## config.mk

```make
export PLATFORM = sky130hd
export DESIGN_NAME = if_id_queue
export DESIGN_NICKNAME = d
export VERILOG_FILES = /design/src/rtl/if_id_queue.sv
export SDC_FILE = /design/constraint.sdc
export NUM_CORES = 1
export LEC_CHECK = 0
export CAP_MARGIN = 20
export CELL_PAD_IN_SITES_DETAIL_PLACEMENT = 1
export CELL_PAD_IN_SITES_GLOBAL_PLACEMENT = 2
export CORE_UTILIZATION = 31
export DETAILED_ROUTE_END_ITERATION = 6
export GPL_TIMING_DRIVEN = 0
export PLACE_DENSITY = 0.77
export REMOVE_ABC_BUFFERS = 1
export SLEW_MARGIN = 25
export SYNTH_ARGS = -nofsm -noshare
export SYNTH_HDL_FRONTEND = slang
export SYNTH_SLANG_ARGS = --single-unit
```

## constraint.sdc

```tcl
create_clock -name clk -period 7.1 [get_ports clk]
set_input_delay 1.42 -clock clk [delete_from_list [all_inputs] [get_ports clk]]
set_output_delay 1.42 -clock clk [all_outputs]
set_load 0.03 [all_outputs]
```

## src/rtl/if_id_queue.sv

```systemverilog
// if_id_queue: DEPTH-entry circular fetch-to-decode buffer with flush.
// Optional macro IF_ID_QUEUE_BUBBLE_NOP_EN forces a NOP bubble while empty.
module if_id_queue #(
    parameter int n     = 32,
    parameter int DEPTH = 2
) (
    input  logic                       clk,
    input  logic                       reset,
    input  logic                       flush,
    input  logic                       in_valid,
    output logic                       in_ready,
    input  logic [n-1:0]               instruction_next,
    input  logic [n-1:0]               pc_next,
    input  logic [n-1:0]               pc_plus_four_next,
    output logic                       out_valid,
    input  logic                       out_ready,
    output logic [n-1:0]               instruction,
    output logic [n-1:0]               pc,
    output logic [n-1:0]               pc_plus_four,
    output logic [$clog2(DEPTH):0]     count
);

    localparam int PW = $clog2(DEPTH);
    localparam int CW = $clog2(DEPTH) + 1;
    localparam logic [CW-1:0] FULL = CW'(DEPTH);
    localparam logic [n-1:0] NOP = n'(32'h0000_0013);

    logic [n-1:0]  ins_q [DEPTH];
    logic [n-1:0]  pc_q  [DEPTH];
    logic [n-1:0]  pc4_q [DEPTH];
    logic [PW-1:0] wr_ptr;
    logic [PW-1:0] rd_ptr;
    logic [CW-1:0] cnt;
    logic          push;
    logic          pop;

    assign in_ready  = (cnt != FULL);
    assign out_valid = (cnt != '0);
    assign count     = cnt;
    assign push      = in_valid && in_ready;
    assign pop       = out_valid && out_ready;

    // Pointer and occupancy bookkeeping; flush squashes any push or pop.
    always_ff @(posedge clk or posedge reset) begin
        if (reset) begin
            wr_ptr <= '0;
            rd_ptr <= '0;
            cnt    <= '0;
        end else if (flush) begin
            wr_ptr <= '0;
            rd_ptr <= '0;
            cnt    <= '0;
        end else begin
            if (push) begin
                wr_ptr <= wr_ptr + PW'(1);
            end
            if (pop) begin
                rd_ptr <= rd_ptr + PW'(1);
            end
            unique case ({push, pop})
                2'b10:   cnt <= cnt + CW'(1);
                2'b01:   cnt <= cnt - CW'(1);
                default: cnt <= cnt;
            endcase
        end
    end

    // Entry storage; an accepted push writes all three fields at wr_ptr.
    always_ff @(posedge clk or posedge reset) begin
        if (reset) begin
            for (int i = 0; i < DEPTH; i++) begin
                ins_q[i] <= '0;
                pc_q[i]  <= '0;
                pc4_q[i] <= '0;
            end
        end else if (push && !flush) begin
            ins_q[wr_ptr] <= instruction_next;
            pc_q[wr_ptr]  <= pc_next;
            pc4_q[wr_ptr] <= pc_plus_four_next;
        end
    end

`ifdef IF_ID_QUEUE_BUBBLE_NOP_EN
    assign instruction  = out_valid ? ins_q[rd_ptr] : NOP;
    assign pc           = out_valid ? pc_q[rd_ptr]  : '0;
    assign pc_plus_four = out_valid ? pc4_q[rd_ptr] : '0;
`else
    assign instruction  = ins_q[rd_ptr];
    assign pc           = pc_q[rd_ptr];
    assign pc_plus_four = pc4_q[rd_ptr];
`endif

endmodule

```

==> flow_metrics.tcl, run 1 <==
set metrics [dict create \
    result_of_the_run "complete, no violations" \
    grt.overflow.total 0 \
    fin_worst_skew_ns 0.0103 \
    cts_buffer_depth 2 \
    min_delay_worst_endpoint "pc4_q[59]$_DFFE_PP0P_" \
    cp-start-kind "primary input" \
    r2r.worst_path.cells 14 \
    detail_route.first_pass.iterations 4 \
    cts.root.buffer_cell "clkbuf_16" \
    gate_count_after_technology_mapping 537 \
    drive_gt1_share_pct 40.6 \
    drt_iter0_drc 159 \
    rrSetupSlack_ns 3.53 \
    post_cts_resized 0 \
    route.antenna.remaining_nets 0 \
    boundaryPins 201 \
    cell_area_after_synthesis_um2 8460 \
    crit_path_max_fanout 11 \
    max_freq_mhz 213 \
    finalSetupViolCount 0 \
    die_h_um 167 \
    crit-reg2reg-launch "count[1]$_DFFE_PP0P_" \
    final.hold.worst_slack_ns 0.486 \
    placement.cell_area_um2 11000 \
    worst_max_slew_pin_slew_ns 0.826 \
    detail_route.vias_per_cell 4.69 \
    power-per-cell-area_nw_per_um2 312 \
    htree_num_levels 4 \
    number_of_nets_in_the_final_layout 850 \
    globalRouteTotalUtil_pct 15.3 \
    synth.yosys.seq_area_share_pct 58.0 \
    cts_hold_buffers 0 \
    initial_utilization_pct 31.5 \
    num_antenna_cells 0 \
    dp_hpwl_mm 14.3 \
    p_leak_nw 4.76 \
    synth_seq_cells 196 \
    vias 5163 \
    fp.dieArea_um2 27900 \
    vdd.ir_drop.worst_mv 0.149 \
    detail_route.wirelength_mm 20.2 \
    core-area_um2 26900 \
    grt_start_max_net_pins 103 \
    port_buffers 200 \
    launch_instance_of_the_worst_min_delay_path "pc4_q[59]$_DFFE_PP0P_" \
    post-cts-setup-buffers 0 \
    worst-setup-path-type "in -> reg" \
    timing_max_transition_violations_final 0 \
    clkSinkCount 196 \
    die_width_um 167 \
    clock_latency_ns 0.42 \
    hold_depth 1 \
    final_cell_area_um2 11600 \
    first_global_vias 6074 \
    grt_setup_unrepaired "false" \
    tritoncts "done" \
    gp_congestion 0.707 \
    finish.cell_count_without_fillers 1102 \
    relSlewSlack_pct 44.6 \
    rows 60 \
    synth_cell_type_count 22 \
    numCtsBuffers 17 \
    cp.required_ns 7.40 \
    yosys_warnings 0 \
    route.detailed.drc 0 \
    dp.cells 1071 \
    crit-reg2reg-capture "ins_q[50]$_DFFE_PP0P_" \
    clk_transition_reported_paths_ns 0.07 \
    min_period_ns 4.69 \
    critPathArrivalTime_ns 4.99 \
    cap_viol_max_count 0 \
    timing.final.crit_share_pct 66.1 \
    antenna_found_initial 0 \
    end_kind "flop" \
    synth.avg_cell_area_um2 15.8 \
    post_drt_wl_per_cell_um 18.3 \
    hold_path.class "reg -> reg" \
    syn2layout_area_growth_pct 37.0 \
    grt_first_pass_wirelength_mm 33.9 \
    final_hold_violations 0 \
]
==> worst max-delay path by stage <==
stage | startpoint | endpoint | depth (start not counted)
2_1_floorplan | flush | ins_q[32]$_DFFE_PP0P_ | 2
3_5_place_dp | in_valid | ins_q[50]$_DFFE_PP0P_ | 15
5_1_grt | in_valid | pc_q[48]$_DFFE_PP0P_ | 15
4_1_cts | in_valid | ins_q[50]$_DFFE_PP0P_ | 15
3_3_place_gp | in_valid | pc_q[56]$_DFFE_PP0P_ | 4
6_report | in_valid | ins_q[50]$_DFFE_PP0P_ | 15
==> registers in the layout, summed over array words and instances, names as in the netlist <==
signal  cells
count       2
pc_q       64
wr_ptr      1
rd_ptr      1
pc4_q      64
ins_q      64
==> power by group <==
| group | total, W | leakage (nW) | switching [W] | internal [W] |
|---|---|---|---|---|
| Sequential | 0.00153 | 2.34 | 0.000137 | 0.00139 |
| Clock | 0.000926 | 0.274 | 0.000455 | 0.000472 |
| Combinational | 0.00117 | 2.15 | 0.000552 | 0.000615 |
| Total | 0.00362 | 4.76 | 0.00114 | 0.00248 |
==> worst max-delay path, stage by stage <==
cell             delay (ns)
clkdlybuf4s50_1        0.59
inv_2                  0.10
nor4_4                 0.32
buf_4                  0.26
buf_4                  0.24
buf_4                  0.23
buf_6                  0.19
buf_6                  0.17
buf_6                  0.17
buf_4                  0.20
buf_6                  0.17
buf_4                  0.19
buf_6                  0.18
buf_6                  0.17
mux2_2                 0.35
==> per-layer routing <==
layer  GRT usage [%]  share of wire [%]  wire length (um)  up-vias
met2            26.2                 51             10300      117
met3            4.51                5.7              1160        7
met5               0                  0                 0        -
met1            19.2                 43              8630     2692
met4            2.99               0.68               137        0
li1                -                  -                 -     2347
==> cell usage after synthesis <==
| cell type | number | area share [%] |
|---|---|---|
| a21o_1 | 1 | 0.089 |
| a21oi_1 | 4 | 0.24 |
| buf_2 | 14 | 0.83 |
| buf_4 | 9 | 0.80 |
| clkbuf_1 | 8 | 0.36 |
| dfrtp_1 | 196 | 58 |
| inv_1 | 2 | 0.089 |
| inv_2 | 1 | 0.044 |
| mux2_1 | 40 | 5.3 |
| mux2_2 | 248 | 33 |
| mux2i_1 | 1 | 0.12 |
| nand3b_1 | 1 | 0.089 |
| nand4b_1 | 1 | 0.10 |
| nor2_1 | 1 | 0.044 |
| nor2b_2 | 1 | 0.10 |
| nor3b_1 | 1 | 0.089 |
| nor4_2 | 1 | 0.15 |
| o211ai_1 | 1 | 0.089 |
| o21ai_0 | 2 | 0.12 |
| or2_2 | 2 | 0.15 |
| or3_1 | 1 | 0.074 |
| xor2_1 | 1 | 0.10 |
==> cells by family (layout without fill, tap and decap cells) <==
logic type	Yosys count	count (layout)	synth area share, %
muxes	289	289	38.5
DFF	196	196	58.0
buffers and inverters	34	258	2.12
and+or+nand+nor	9	9	0.799
AOI/OAI and AO/OA	8	8	0.533
xor gates and xnor gates	1	1	0.104
==> through the flow <==
| stage | utilization, % | TNS [ns] | worst slack [ns] | total power (W) |
|---|---|---|---|---|
| after floorplan | - | -45.01 | -0.571 | 0.00227 |
| after global placement | 39.9 | -962.16 | -4.87 | 0.00268 |
| after detailed placement | 41.1 | 0 | 1.91 | 0.00273 |
| after CTS | 43.1 | 0 | 2.36 | 0.00369 |
| after global routing | 43.1 | 0 | 2.18 | 0.00383 |
| final | 43.1 | 0 | 2.41 | 0.00362 |
==> cell usage in the layout (no fill, tap or decap), types with 2 or more instances in the layout <==
master           count
mux2_2             248
clkdlybuf4s50_1    200
dfrtp_1            195
mux2_1              40
clkbuf_16           17
buf_6               15
clkinv_4             6
buf_4                5
inv_8                4
a21oi_1              4
inv_6                3
or2_2                2
o21ai_0              2
buf_16               2
==> layout make-up <==
class                   instances  area [um2]
fillers                      2710       15300
flip-flops and latches        196        4910
multi-input cells             307        3380
repair buffers                224        2300
clock buffers                  19         443
well taps                     341         427
clock inverters                12         113
inverters                       3        18.8
(Power assumes the default switching activity.)
==> inputs of run 2 (changes only) <==
Settings changed: CORE_UTILIZATION 31 to 35, PLACE_DENSITY 0.77 to 0.82.
Clock period 7.1 ns to 4.65 ns, I/O delays scaled along.
==> run 2 against run 1 <==
Net effect: worst setup slack got worse by 1.0 ns; flip-flop and latch count unchanged; worst hold slack got worse by 0.0025 ns; die area decreased by 11%; register-to-register slack got worse by 1.4 ns; non-clock buffer count unchanged; wire length decreased by 0.92%; global-route usage increased by 1.9 points; count of clock-buffer cells in the layout unchanged; clock skew increased by 0.0031 ns.
==> flow_metrics.tcl, run 2 (synthesized netlist as in run 1, its figures left out) <==
set metrics [dict create \
    finish.cell_count_without_fillers 1080 \
    layout.cells.most_common "mux2_2" \
    rows 56 \
    drt_iter0_drc 128 \
    cts_buffer_depth 2 \
    fp.dieArea_um2 24800 \
    route.detailed.drc 0 \
    die_h_um 157 \
    critPathArrivalTime_ns 2.35 \
    finalSetupTns_ns 0 \
    worst_max_slew_pin_slew_ns 0.700 \
    initial_utilization_pct 35.8 \
    detail_route.first_pass.iterations 4 \
    detail_route.vias_per_cell 4.80 \
    die_width_um 157 \
    switching_share_pct 31.5 \
    master_of_the_slowest_instance_on_the_critical_path "dfrtp_4" \
    timing.critical_path.slowest_cell_delay_ns 0.63 \
    finalSetupViolCount 0 \
    htree_num_levels 4 \
    timing_max_transition_violations_final 0 \
    num_antenna_cells 0 \
    final.hold.worst_slack_ns 0.484 \
    grt.overflow.total 0 \
    vias 5187 \
    launch_instance_of_the_worst_min_delay_path "pc_q[42]$_DFFE_PP0P_" \
    cp-start-kind "flop" \
    detail_route.wirelength_mm 20.0 \
    first_global_vias 6122 \
    final_core_utilization_pct 49.0 \
    clock_latency_ns 0.42 \
    hold_depth 1 \
    clock_power_share_pct 25.8 \
    placement.cell_area_um2 11000 \
    core-area_um2 23600 \
    post-cts-setup-buffers 0 \
    clkSinkCount 196 \
    clk_transition_reported_paths_ns 0.07 \
    drive_gt1_share_pct 40.7 \
    comb_pwr_share_pct 32.1 \
    post_cts_resized 0 \
    r2r.worst_path.cells 8 \
    final_cell_area_um2 11600 \
    boundaryPins 201 \
    grt_setup_unrepaired "false" \
    crit-reg2reg-capture "pc_q[9]$_DFFE_PP0P_" \
    tritoncts "done" \
    numCtsBuffers 17 \
    cap_viol_max_count 0 \
    timing.final.crit_share_pct 70.5 \
    p_leak_nw 4.77 \
    power_report.internal_total_w 0.00380 \
    result_of_the_run "complete, no violations" \
    rrSetupSlack_ns 2.15 \
    min_delay_worst_endpoint "pc_q[42]$_DFFE_PP0P_" \
    min_period_ns 3.28 \
    post_drt_wl_per_cell_um 18.5 \
    most_frequent_cells_in_the_layout "mux2_2 (248), clkdlybuf4s50_1 (200), dfrtp_1 (195)" \
    number_of_nets_in_the_final_layout 850 \
    port_buffers 200 \
    crit-reg2reg-launch "count[1]$_DFFE_PP0P_" \
    cts.root.buffer_cell "clkbuf_16" \
    end_kind "output pin" \
    max_freq_mhz 305 \
    seq_power_share_pct 42.1 \
    crit_path_cell_trace "buf_12, mux2_2, clkdlybuf4s50_1" \
    worst-setup-path-type "reg -> out" \
    globalRouteTotalUtil_pct 17.2 \
    grt_first_pass_wirelength_mm 32.8 \
    antenna_found_initial 0 \
    syn2layout_area_growth_pct 36.8 \
    cts_hold_buffers 0 \
    power-per-cell-area_nw_per_um2 479 \
    fin_worst_skew_ns 0.0134 \
    vdd.ir_drop.worst_mv 0.256 \
    hold_path.class "reg -> reg" \
    p_sw_w 0.00175 \
    reg.largest.list "ins_q x64, pc4_q x64, pc_q x64" \
    dp_hpwl_mm 14.4 \
    grt_start_max_net_pins 101 \
    relSlewSlack_pct 53.4 \
    dp.cells 1049 \
    final_hold_violations 0 \
    gp_congestion 0.749 \
    crit_path_max_fanout 37 \
    cp.required_ns 3.72 \
    route.antenna.remaining_nets 0 \
]
[run 2: changes by cell type in the layout (fill, tap and decap cells not counted)]
cell,before,now
buf_4,5,6
buf_6,15,14
clkbuf_1,1,0
clkbuf_8,1,2
inv_6,3,2
inv_8,4,5
[run 2: critical path, delay by kind of cell, from the launching register on]
family,cells,cell delay [ns]
DFF,1,0.63
buffers and inverters,2,0.90
muxes,1,0.37
[run 2: stage by stage]
step | worst slack, ns | total power [W]
global route | 1.26 | 0.00584
floorplan | -2.53 | 0.00347
finish | 1.37 | 0.00554
CTS | 1.32 | 0.00564
global placement | -6.81 | 0.00408
detailed placement | 1.42 | 0.00417
[run 2: worst max path at each step]
stage                        from                    end  slack, ns  cells past startpoint
6_report       rd_ptr$_DFFE_PP0P_                 pc[22]       1.37                      3
4_1_cts        rd_ptr$_DFFE_PP0P_        instruction[18]       1.32                      3
3_3_place_gp             in_valid  ins_q[42]$_DFFE_PP0P_      -6.81                      4
5_1_grt        rd_ptr$_DFFE_PP0P_        instruction[18]       1.26                      3
3_5_place_dp             in_valid   pc_q[45]$_DFFE_PP0P_       1.42                      7
2_1_floorplan               flush  ins_q[32]$_DFFE_PP0P_      -2.53                      2
[run 2: layout make-up]
type | count | area (um2)
well taps | 319 | 399
multi-input cells | 307 | 3380
repair buffers | 224 | 2290
inverters | 3 | 18.8
clock inverters | 12 | 115
clock buffers | 19 | 453
flip-flops and latches | 196 | 4910
fillers | 2329 | 12000
[run 2: power groups by stage]
stage | Combinational, W | Clock [W] | Sequential [W]
2_1_floorplan | 0.00117 | 0 | 0.00230
3_3_place_gp | 0.00174 | 0 | 0.00234
3_5_place_dp | 0.00180 | 0 | 0.00237
4_1_cts | 0.00181 | 0.00148 | 0.00234
5_1_grt | 0.00189 | 0.00155 | 0.00239
6_report | 0.00178 | 0.00143 | 0.00233
[run 2: per-layer routing]
metal  vias up  global-route usage, %  share of wire (%)
met5         -                      0                  0
met4         0                   4.99                1.3
met3        19                   4.68                5.3
met2       123                   31.1                 53
met1      2702                   19.7                 41
li1       2343                      -                  -
